$ cat src/rtl/floating_pt_oper_pkg.sv
// Shared widths and the stage-1 pipeline record for the floating-point adder.
package floating_pt_oper_pkg;

    localparam int unsigned DEF_MANT_W = 16;
    localparam int unsigned DEF_EXP_W  = 8;

    // Compare/align result handed to the add/normalize stage
    typedef struct packed {
        logic                  valid;
        logic                  sign;
        logic                  sub;
        logic [DEF_EXP_W-1:0]  expo;
        logic [DEF_MANT_W-1:0] mant_big;
        logic [DEF_MANT_W-1:0] mant_aln;
    } stage1_t;

endpackage

$ cat src/rtl/floating_pt_oper_lzc.sv
// Leading-zero counter; returns W for an all-zero vector.
module fp_lzc #(
    parameter int unsigned W = 16,
    localparam int unsigned CW = $clog2(W + 1)
) (
    input  logic [W-1:0]  vec,
    output logic [CW-1:0] count_c
);

    // Ascending scan so the most significant set bit wins
    always_comb begin
        count_c = CW'(W);
        for (int i = 0; i < W; i++) begin
            if (vec[i]) begin
                count_c = CW'(W - 1 - 32'(i));
            end
        end
    end

endmodule

$ cat src/rtl/floating_pt_oper.sv
// Two-stage signed adder for (-1)^s * m * 2^e operands: compare/align, then add/normalize.
module floating_pt_oper
    import floating_pt_oper_pkg::*;
#(
    parameter int unsigned MANT_W = DEF_MANT_W,
    parameter int unsigned EXP_W  = DEF_EXP_W
) (
    input  logic              clk,
    input  logic              rst_n,
    input  logic              in_valid,
    input  logic [MANT_W-1:0] a,
    input  logic              sign1,
    input  logic [EXP_W-1:0]  a1,
    input  logic [MANT_W-1:0] b,
    input  logic              sign2,
    input  logic [EXP_W-1:0]  b1,
    output logic [MANT_W-1:0] aout,
    output logic              signout,
    output logic [EXP_W-1:0]  expout,
    output logic              out_valid
);

    localparam int unsigned LZ_W = $clog2(MANT_W + 1);
    localparam int unsigned CW   = (EXP_W > LZ_W) ? EXP_W : LZ_W;
    localparam logic [EXP_W-1:0] EXP_MAX = '1;

    stage1_t s1_d;
    stage1_t s1_q;

    logic              a_larger_c;
    logic [EXP_W-1:0]  diff_c;
    logic [MANT_W-1:0] mant_small_c;

    logic [MANT_W:0]   mag_c;
    logic              rsign_c;
    logic [MANT_W-1:0] lo_c;
    logic [LZ_W-1:0]   lz_c;
    logic [CW-1:0]     shift_c;

    logic [MANT_W-1:0] aout_d;
    logic              sign_d;
    logic [EXP_W-1:0]  exp_d;

    // Stage 1: pick the larger operand and align the other to its exponent
    always_comb begin
        s1_d          = '0;
        a_larger_c    = (a1 > b1) || ((a1 == b1) && (a >= b));
        mant_small_c  = a_larger_c ? b : a;
        diff_c        = a_larger_c ? (a1 - b1) : (b1 - a1);
        s1_d.valid    = in_valid;
        s1_d.sign     = a_larger_c ? sign1 : sign2;
        s1_d.sub      = sign1 ^ sign2;
        s1_d.expo     = a_larger_c ? a1 : b1;
        s1_d.mant_big = a_larger_c ? a : b;
        s1_d.mant_aln = (32'(diff_c) >= MANT_W) ? '0 : (mant_small_c >> diff_c);
    end

    // Magnitude add/subtract; an aligned mantissa can exceed an unnormalized larger one
    always_comb begin
        rsign_c = s1_q.sign;
        if (!s1_q.sub) begin
            mag_c = {1'b0, s1_q.mant_big} + {1'b0, s1_q.mant_aln};
        end else if (s1_q.mant_aln > s1_q.mant_big) begin
            mag_c   = {1'b0, s1_q.mant_aln - s1_q.mant_big};
            rsign_c = ~s1_q.sign;
        end else begin
            mag_c = {1'b0, s1_q.mant_big - s1_q.mant_aln};
        end
    end

    assign lo_c = mag_c[MANT_W-1:0];

    fp_lzc #(.W(MANT_W)) u_lzc (
        .vec     (lo_c),
        .count_c (lz_c)
    );

    // Stage 2 normalize: carry shifts right, otherwise shift left bounded by the exponent
    always_comb begin
        shift_c = (CW'(lz_c) < CW'(s1_q.expo)) ? CW'(lz_c) : CW'(s1_q.expo);
        aout_d  = '0;
        sign_d  = 1'b0;
        exp_d   = '0;
        if (mag_c[MANT_W]) begin
            sign_d = rsign_c;
            if (s1_q.expo == EXP_MAX) begin
                aout_d = '1;
                exp_d  = EXP_MAX;
            end else begin
                aout_d = mag_c[MANT_W:1];
                exp_d  = s1_q.expo + EXP_W'(1);
            end
        end else if (lo_c != '0) begin
            sign_d = rsign_c;
            aout_d = lo_c << shift_c;
            exp_d  = s1_q.expo - EXP_W'(shift_c);
        end
    end

    always_ff @(posedge clk or negedge rst_n) begin
        if (!rst_n) begin
            s1_q      <= '0;
            out_valid <= 1'b0;
            aout      <= '0;
            signout   <= 1'b0;
            expout    <= '0;
        end else begin
            s1_q      <= s1_d;
            out_valid <= s1_q.valid;
            if (s1_q.valid) begin
                aout    <= aout_d;
                signout <= sign_d;
                expout  <= exp_d;
            end
        end
    end

endmodule

$ cat config.mk
export PLATFORM = sky130hd
export DESIGN_NAME = floating_pt_oper
export DESIGN_NICKNAME = d
export VERILOG_FILES = /design/src/rtl/floating_pt_oper_pkg.sv /design/src/rtl/floating_pt_oper_lzc.sv /design/src/rtl/floating_pt_oper.sv
export SDC_FILE = /design/constraint.sdc
export NUM_CORES = 1
export LEC_CHECK = 0
export ABC_AREA = 1
export CAP_MARGIN = 20
export CORE_ASPECT_RATIO = 1.25
export CORE_MARGIN = 5
export CORE_UTILIZATION = 55
export CTS_CLUSTER_SIZE = 12
export DETAILED_ROUTE_END_ITERATION = 10
export GPL_ROUTABILITY_DRIVEN = 0
export HOLD_SLACK_MARGIN = 0.03
export PLACE_DENSITY = 0.76
export SLEW_MARGIN = 30
export SYNTH_ARGS = -nofsm -noshare
export SYNTH_HDL_FRONTEND = slang
export SYNTH_HIERARCHICAL = 1
export SYNTH_SLANG_ARGS = --single-unit
$ cat constraint.sdc
create_clock -name clk -period 18.1 [get_ports clk]
set_clock_uncertainty 0.1 [all_clocks]
set_input_delay 2.715 -clock clk [delete_from_list [all_inputs] [get_ports clk]]
set_output_delay 2.715 -clock clk [all_outputs]
set_load 0.1 [all_outputs]
After elaboration in Yosys (flattened, before gate mapping)
Cells that the tools add are included.
Operators by class
  shift operators: 2
  $lt $le $gt $ge: 5
  eq/ne operators: 2
  add/sub/neg operators: 7
  mux-type cells: 35
  reductions and logical operators: 3
  bitwise logic cells: 2
Operators by type and width (number)
  16-bit 2-to-1 mux: 6
  5-bit 2-to-1 mux: 16
  8-bit 2-to-1 mux: 6
  16-bit subtractor: 2
  8-bit subtractor: 3
  16-bit by 16-bit adder with 17-bit output: 1
  17-bit 2-to-1 mux: 1
  16-bit >= comparator: 1
  16-bit > comparator: 1
  16-bit nonzero test: 1
  16-bit by 8-bit << shifter with 16-bit output: 1
  16-bit by 8-bit >> shifter with 16-bit output: 1
  15-bit 2-to-1 mux: 1
  8-bit by 1-bit adder with 8-bit output, second input constant: 1
  8-bit == test: 1
  8-bit == test, second input constant: 1
  8-bit by 5-bit >= comparator with 1-bit output, second input constant: 1
  8-bit > comparator: 1
  5-bit by 8-bit less-than comparator with 1-bit output: 1
  1-bit 2-to-1 mux: 5
  1-bit logical AND: 1
  1-bit logical OR: 1
  1-bit inverter: 1
  1-bit XOR: 1
Word-level totals
  output and inout port bits: 26
  input bits: 53
  register bits: 69

Logic depth before layout (Yosys ltp)
  depth in word-level cells: 24
  gate-level depth with buffers: 51
  gate-level depth less buffers: 48

By module
Netlist, hierarchy kept.
Modules (own cells, without submodules)
  floating_pt_oper: instances 1, area an instance 9242.6 um^2, cells an instance 1524
  fp_lzc: instances 1, area an instance 201.4 um^2, cells an instance 47

Worst setup path after synthesis
Ideal clock, no wire load.
  path type: register -> register
  start point: reg s1_q[0] (netlist name)
  end point: reg expout[7]
  clock period less this slack: 5.750 ns
  data arrival time: 5.525 ns
  path slack: 12.350 ns
  stages on the path, launching flop included: 36
  data required time: 17.876 ns
  setup time: 0.124 ns
  cells stage by stage: dfrtp_1 -> inv_1 -> ha_1 -> fa_1 -> o21ai_1 -> nand2_1 -> nand2_1 -> nand2_2 -> nand2_4 -> nand2_4 -> buf_6 -> nand2_1 -> nand2_1 -> nand2_1 -> nand2_1 -> nor4_1 -> nand2_1 -> a21oi_1 -> ha_1 -> a21oi_1 -> nand2_1 -> nand2_1 -> nand2_2 -> o21ai_1 -> inv_1 -> clkbuf_1 -> ha_1 -> nand2_1 -> nor2_1 -> a211oi_1 -> nor2_1 -> o21ai_0 -> nand4_1 -> or2_2 -> nand3_1 -> a21oi_1
RTL lines
  from (decl): RTL line floating_pt_oper.sv:28  | stage1_t s1_q;
  from (signal assigned): RTL line floating_pt_oper.sv:102  | s1_q <= '0;
  from (signal assigned): RTL line floating_pt_oper.sv:108  | s1_q <= s1_d;
  16-bit subtractor (tied with other cells): RTL line floating_pt_oper.sv:67  | mag_c = {1'b0, s1_q.mant_big - s1_q.mant_aln};
  16-bit 2-to-1 mux: RTL line floating_pt_oper.sv:63  | end else if (s1_q.mant_aln > s1_q.mant_big) begin
  17-bit 2-to-1 mux (*): RTL line floating_pt_oper.sv:61  | if (!s1_q.sub) begin
  net mag_c[8]: RTL line floating_pt_oper.sv:34  | logic [MANT_W:0] mag_c;
  5-bit 2-to-1 mux (*) (8 in a row): RTL line floating_pt_oper_lzc.sv:14  | if (vec[i]) begin
  net lz_c[3]: RTL line floating_pt_oper.sv:37  | logic [LZ_W-1:0] lz_c;
  5-bit by 8-bit less-than comparator with 1-bit output: RTL line floating_pt_oper.sv:80  | shift_c = (CW'(lz_c) < CW'(s1_q.expo)) ? CW'(lz_c) : CW'(s1_q.expo);
  8-bit 2-to-1 mux (*): RTL line floating_pt_oper.sv:80
  8-bit subtractor (*): RTL line floating_pt_oper.sv:96  | exp_d = s1_q.expo - EXP_W'(shift_c);
  8-bit 2-to-1 mux (*): RTL line floating_pt_oper.sv:93  | end else if (lo_c != '0) begin
  8-bit 2-to-1 mux (*): RTL line floating_pt_oper.sv:84  | if (mag_c[MANT_W]) begin
  to (signal assigned): RTL line floating_pt_oper.sv:113  | expout <= exp_d;
  to (decl): RTL line floating_pt_oper.sv:19  | output logic [EXP_W-1:0] expout,
The timed path passes the listed nets; every way through them passes the cells marked *.
A chain may end at the register's enable or synchronous reset.

Final worst setup path
  start point: reg s1_q[1] (netlist name)
  end point: reg expout[7]
The elaborated chain is that of the path after synthesis.

==> reports/qor.yml <==
cpMostUsedCell: "nand2_1"
internal_power_w: 0.000529
reg2reg_from: "s1_q[1]$_DFF_PN0_"
synth_cell_type_count: 49
start_util: 0.561
core-area_um2: 16800
drive_above_1_share: 0.0501
p_seq_frac: 0.173
first_pass_iters: 6
fp.dieW_um: 127
finalCriticalPeriod_ps: 7190
post_cts_resized: 0
grt_pass1_wl_um: 44600
cp-start-kind: "flip-flop"
hold_depth: 2
grt_usage: 0.271
ys_seq_area_frac: 0.183
viasPerCell: 5.59
required_ps: 18220
numCtsBuffers: 9
syn_to_final_growth_pct: 11.3
final_max_slew_viol_count: 0
path_class: "reg -> reg"
cts_root_buf: "clkbuf_16"
fmaxAchievable_ghz: 0.139
n_fill_cell: 1684
io_buffers: 78
grt-ovfl-total: 0
powerDensity_nw_per_um2: 119
relSlewSlack: 0.340
worstMarginPinSlew_ps: 987
syn_nets: 1718
tns_ps: 0
antenna_found_initial: 0
drv_cap: 0
reg2reg_slack_ps: 10920
die_h_um: 157
htreeDepth: 3
reg2reg_depth: 32
cts_tree: "built"
p_sw_frac: 0.578
totalWireLength_um: 27400
ys_ff_latch: 69
diodes: 0
route.detailed.drc: 0
utilization: 0.624
path_max_fanout: 18
slowest_stage: "o21ai_2"
pwr-share-clk: 0.137
slowest_delay_ps: 670
cts_setup_buffers: 0
netlist_area_um2: 9440
setup_violations: 0
timing.hold.ws_ps: 380
outcome: "finished clean"
rr_endpoint: "expout[7]$_DFFE_PN0P_"
grt_pass1_vias: 9555
ioPinCount: 79
peakVddDrop_v: 0.0000615
hold_path.class: "reg -> reg"
vias: 10271
postRouteAntennaNets: 0
leakage_nw: 5.65
die_area_um2: 19900
holdBufCountCts: 0
p_switching_w: 0.000724
clkLatencyLatePin_ps: 340
drtIter0Drc: 850
dp.final_hpwl_um: 22300
routedWlPerCell_um: 14.9
synth_cells: 1571
hold_path_end: "expout[2]$_DFFE_PN0P_"
avgSynthCellArea_um2: 6.01
cts_sinks: 69
grt_max_degree: 70
hold_viol: 0
ys_warn_count: 6
endpoint_kind: "flip-flop"
row_count: 53
cp.arrival_ps: 7310
cts.path.max_buffers: 2
clkTransAtPathRegs_ps: 60
pwr-share-comb: 0.690
rsz0062_at_grt: "no"
final_nets: 1758
hp-start: "expout[2]$_DFFE_PN0P_"
finalCritPeriodShare: 0.397
-- synthesized netlist by cell type, drive strengths merged --
cell / instances / share of area
ha: 88 / 0.12
nor3: 17 / 0.0090
and2: 2 / 0.0013
a21oi: 87 / 0.047
buf: 36 / 0.025
and3: 1 / 0.00066
o21ai: 93 / 0.053
xnor2: 3 / 0.0028
a211oi: 1 / 0.00080
nand4: 46 / 0.031
nand3b: 4 / 0.0032
nor3b: 1 / 0.00080
nand2: 505 / 0.21
mux2i: 1 / 0.0024
o21bai: 5 / 0.0040
or2: 2 / 0.0013
nor4: 3 / 0.0036
xor2: 24 / 0.023
a31oi: 7 / 0.0046
a21o: 3 / 0.0024
dfrtp: 69 / 0.18
fa: 6 / 0.013
clkbuf: 16 / 0.0064
nand3: 203 / 0.11
a21boi: 3 / 0.0028
nor2: 113 / 0.052
inv: 230 / 0.092
clkinv: 2 / 0.00080
-- critical path, delay by kind of cell (launching register included) --
| family | cells | cell delay, ps |
|---|---|---|
| fa+ha+maj | 3 | 1200 |
| compound gates | 7 | 2060 |
| simple gates | 20 | 2650 |
| buf+inv | 2 | 600 |
| flops | 1 | 460 |
-- area by class of cell --
class,count,area [µm²],area share
Tap cell,220,275,0.0262
Timing Repair Buffer,81,802,0.0763
Clock buffer,9,225,0.0214
Multi-Input combinational cell,1218,6550,0.622
Clock inverter,7,62.6,0.00595
Sequential cell,69,1730,0.164
Inverter,232,878,0.0835
-- power groups by stage --
| stage | Sequential (W) | Clock (W) | Combinational (W) |
|---|---|---|---|
| 6_report | 0.000216 | 0.000172 | 0.000865 |
| 5_1_grt | 0.000222 | 0.000180 | 0.000947 |
| 4_1_cts | 0.000217 | 0.000174 | 0.000855 |
| 3_5_place_dp | 0.000219 | 0 | 0.000850 |
| 3_3_place_gp | 0.000219 | 0 | 0.000847 |
| 2_1_floorplan | 0.000400 | 0 | 0.000472 |
-- cells in the final DEF, fill, tap and decap left out, drive strengths merged --
cell type and count:
a211oi 1, a21boi 3, a21o 3, a21oi 87
a31oi 7, and2 2, and3 1, buf 4
clkbuf 9, clkdlybuf4s50 77, clkinv 4, clkinvlp 1
dfrtp 69, fa 6, ha 88, inv 234
mux2i 1, nand2 505, nand3 203, nand3b 4
nand4 46, nor2 113, nor3 17, nor3b 1
nor4 3, o21ai 93, o21bai 5, or2 2
xnor2 3, xor2 24
-- logic make-up (layout without fill, tap and decap cells) --
group	after synthesis	in the layout	share of synthesized area
simple gates	897	897	0.421
compound gates	199	199	0.114
xor+xnor	27	27	0.0258
mux	1	1	0.00238
flops	69	69	0.183
fa+ha+maj	94	94	0.129
buf+inv	284	329	0.125
-- per-stage QoR --
| step | setup WS [ps] | total power (W) | cell area (µm²) | std cells |
|---|---|---|---|---|
| after global placement | 11020 | 0.00107 | 10200 | 1820 |
| after CTS | 10910 | 0.00125 | 10500 | 1836 |
| final | 10920 | 0.00125 | 10500 | 1836 |
| after detailed placement | 10970 | 0.00107 | 10200 | 1820 |
| after global routing | 10390 | 0.00135 | 10500 | 1836 |
| after floorplan | 12350 | 0.000872 | 9440 | 1571 |
-- layer usage --
metal | up-vias | global-route usage | share of wire
met2 | 401 | 0.481 | 0.50
met1 | 4646 | 0.329 | 0.40
met4 | 0 | 0.122 | 0.042
li1 | 5140 | - | -
met3 | 84 | 0.0311 | 0.061
met5 | - | 0 | 0
-- registers in the layout, indices dropped and copies added (netlist names) --
signal     cells
s1_q          43
signout        1
out_valid      1
expout         8
aout          16
-- worst max-delay path by stage --
| stage | depth (start not counted) | start | endpoint |
|---|---|---|---|
| after global placement | 16 | a1[0] | s1_q[0]$_DFF_PN0_ |
| after global routing | 32 | s1_q[1]$_DFF_PN0_ | expout[7]$_DFFE_PN0P_ |
| after floorplan | 35 | s1_q[0]$_DFF_PN0_ | expout[7]$_DFFE_PN0P_ |
| final | 32 | s1_q[1]$_DFF_PN0_ | expout[7]$_DFFE_PN0P_ |
| after detailed placement | 16 | a1[0] | s1_q[0]$_DFF_PN0_ |
| after CTS | 32 | s1_q[1]$_DFF_PN0_ | expout[7]$_DFFE_PN0P_ |
Note: power is estimated with default switching activity, not from simulation.
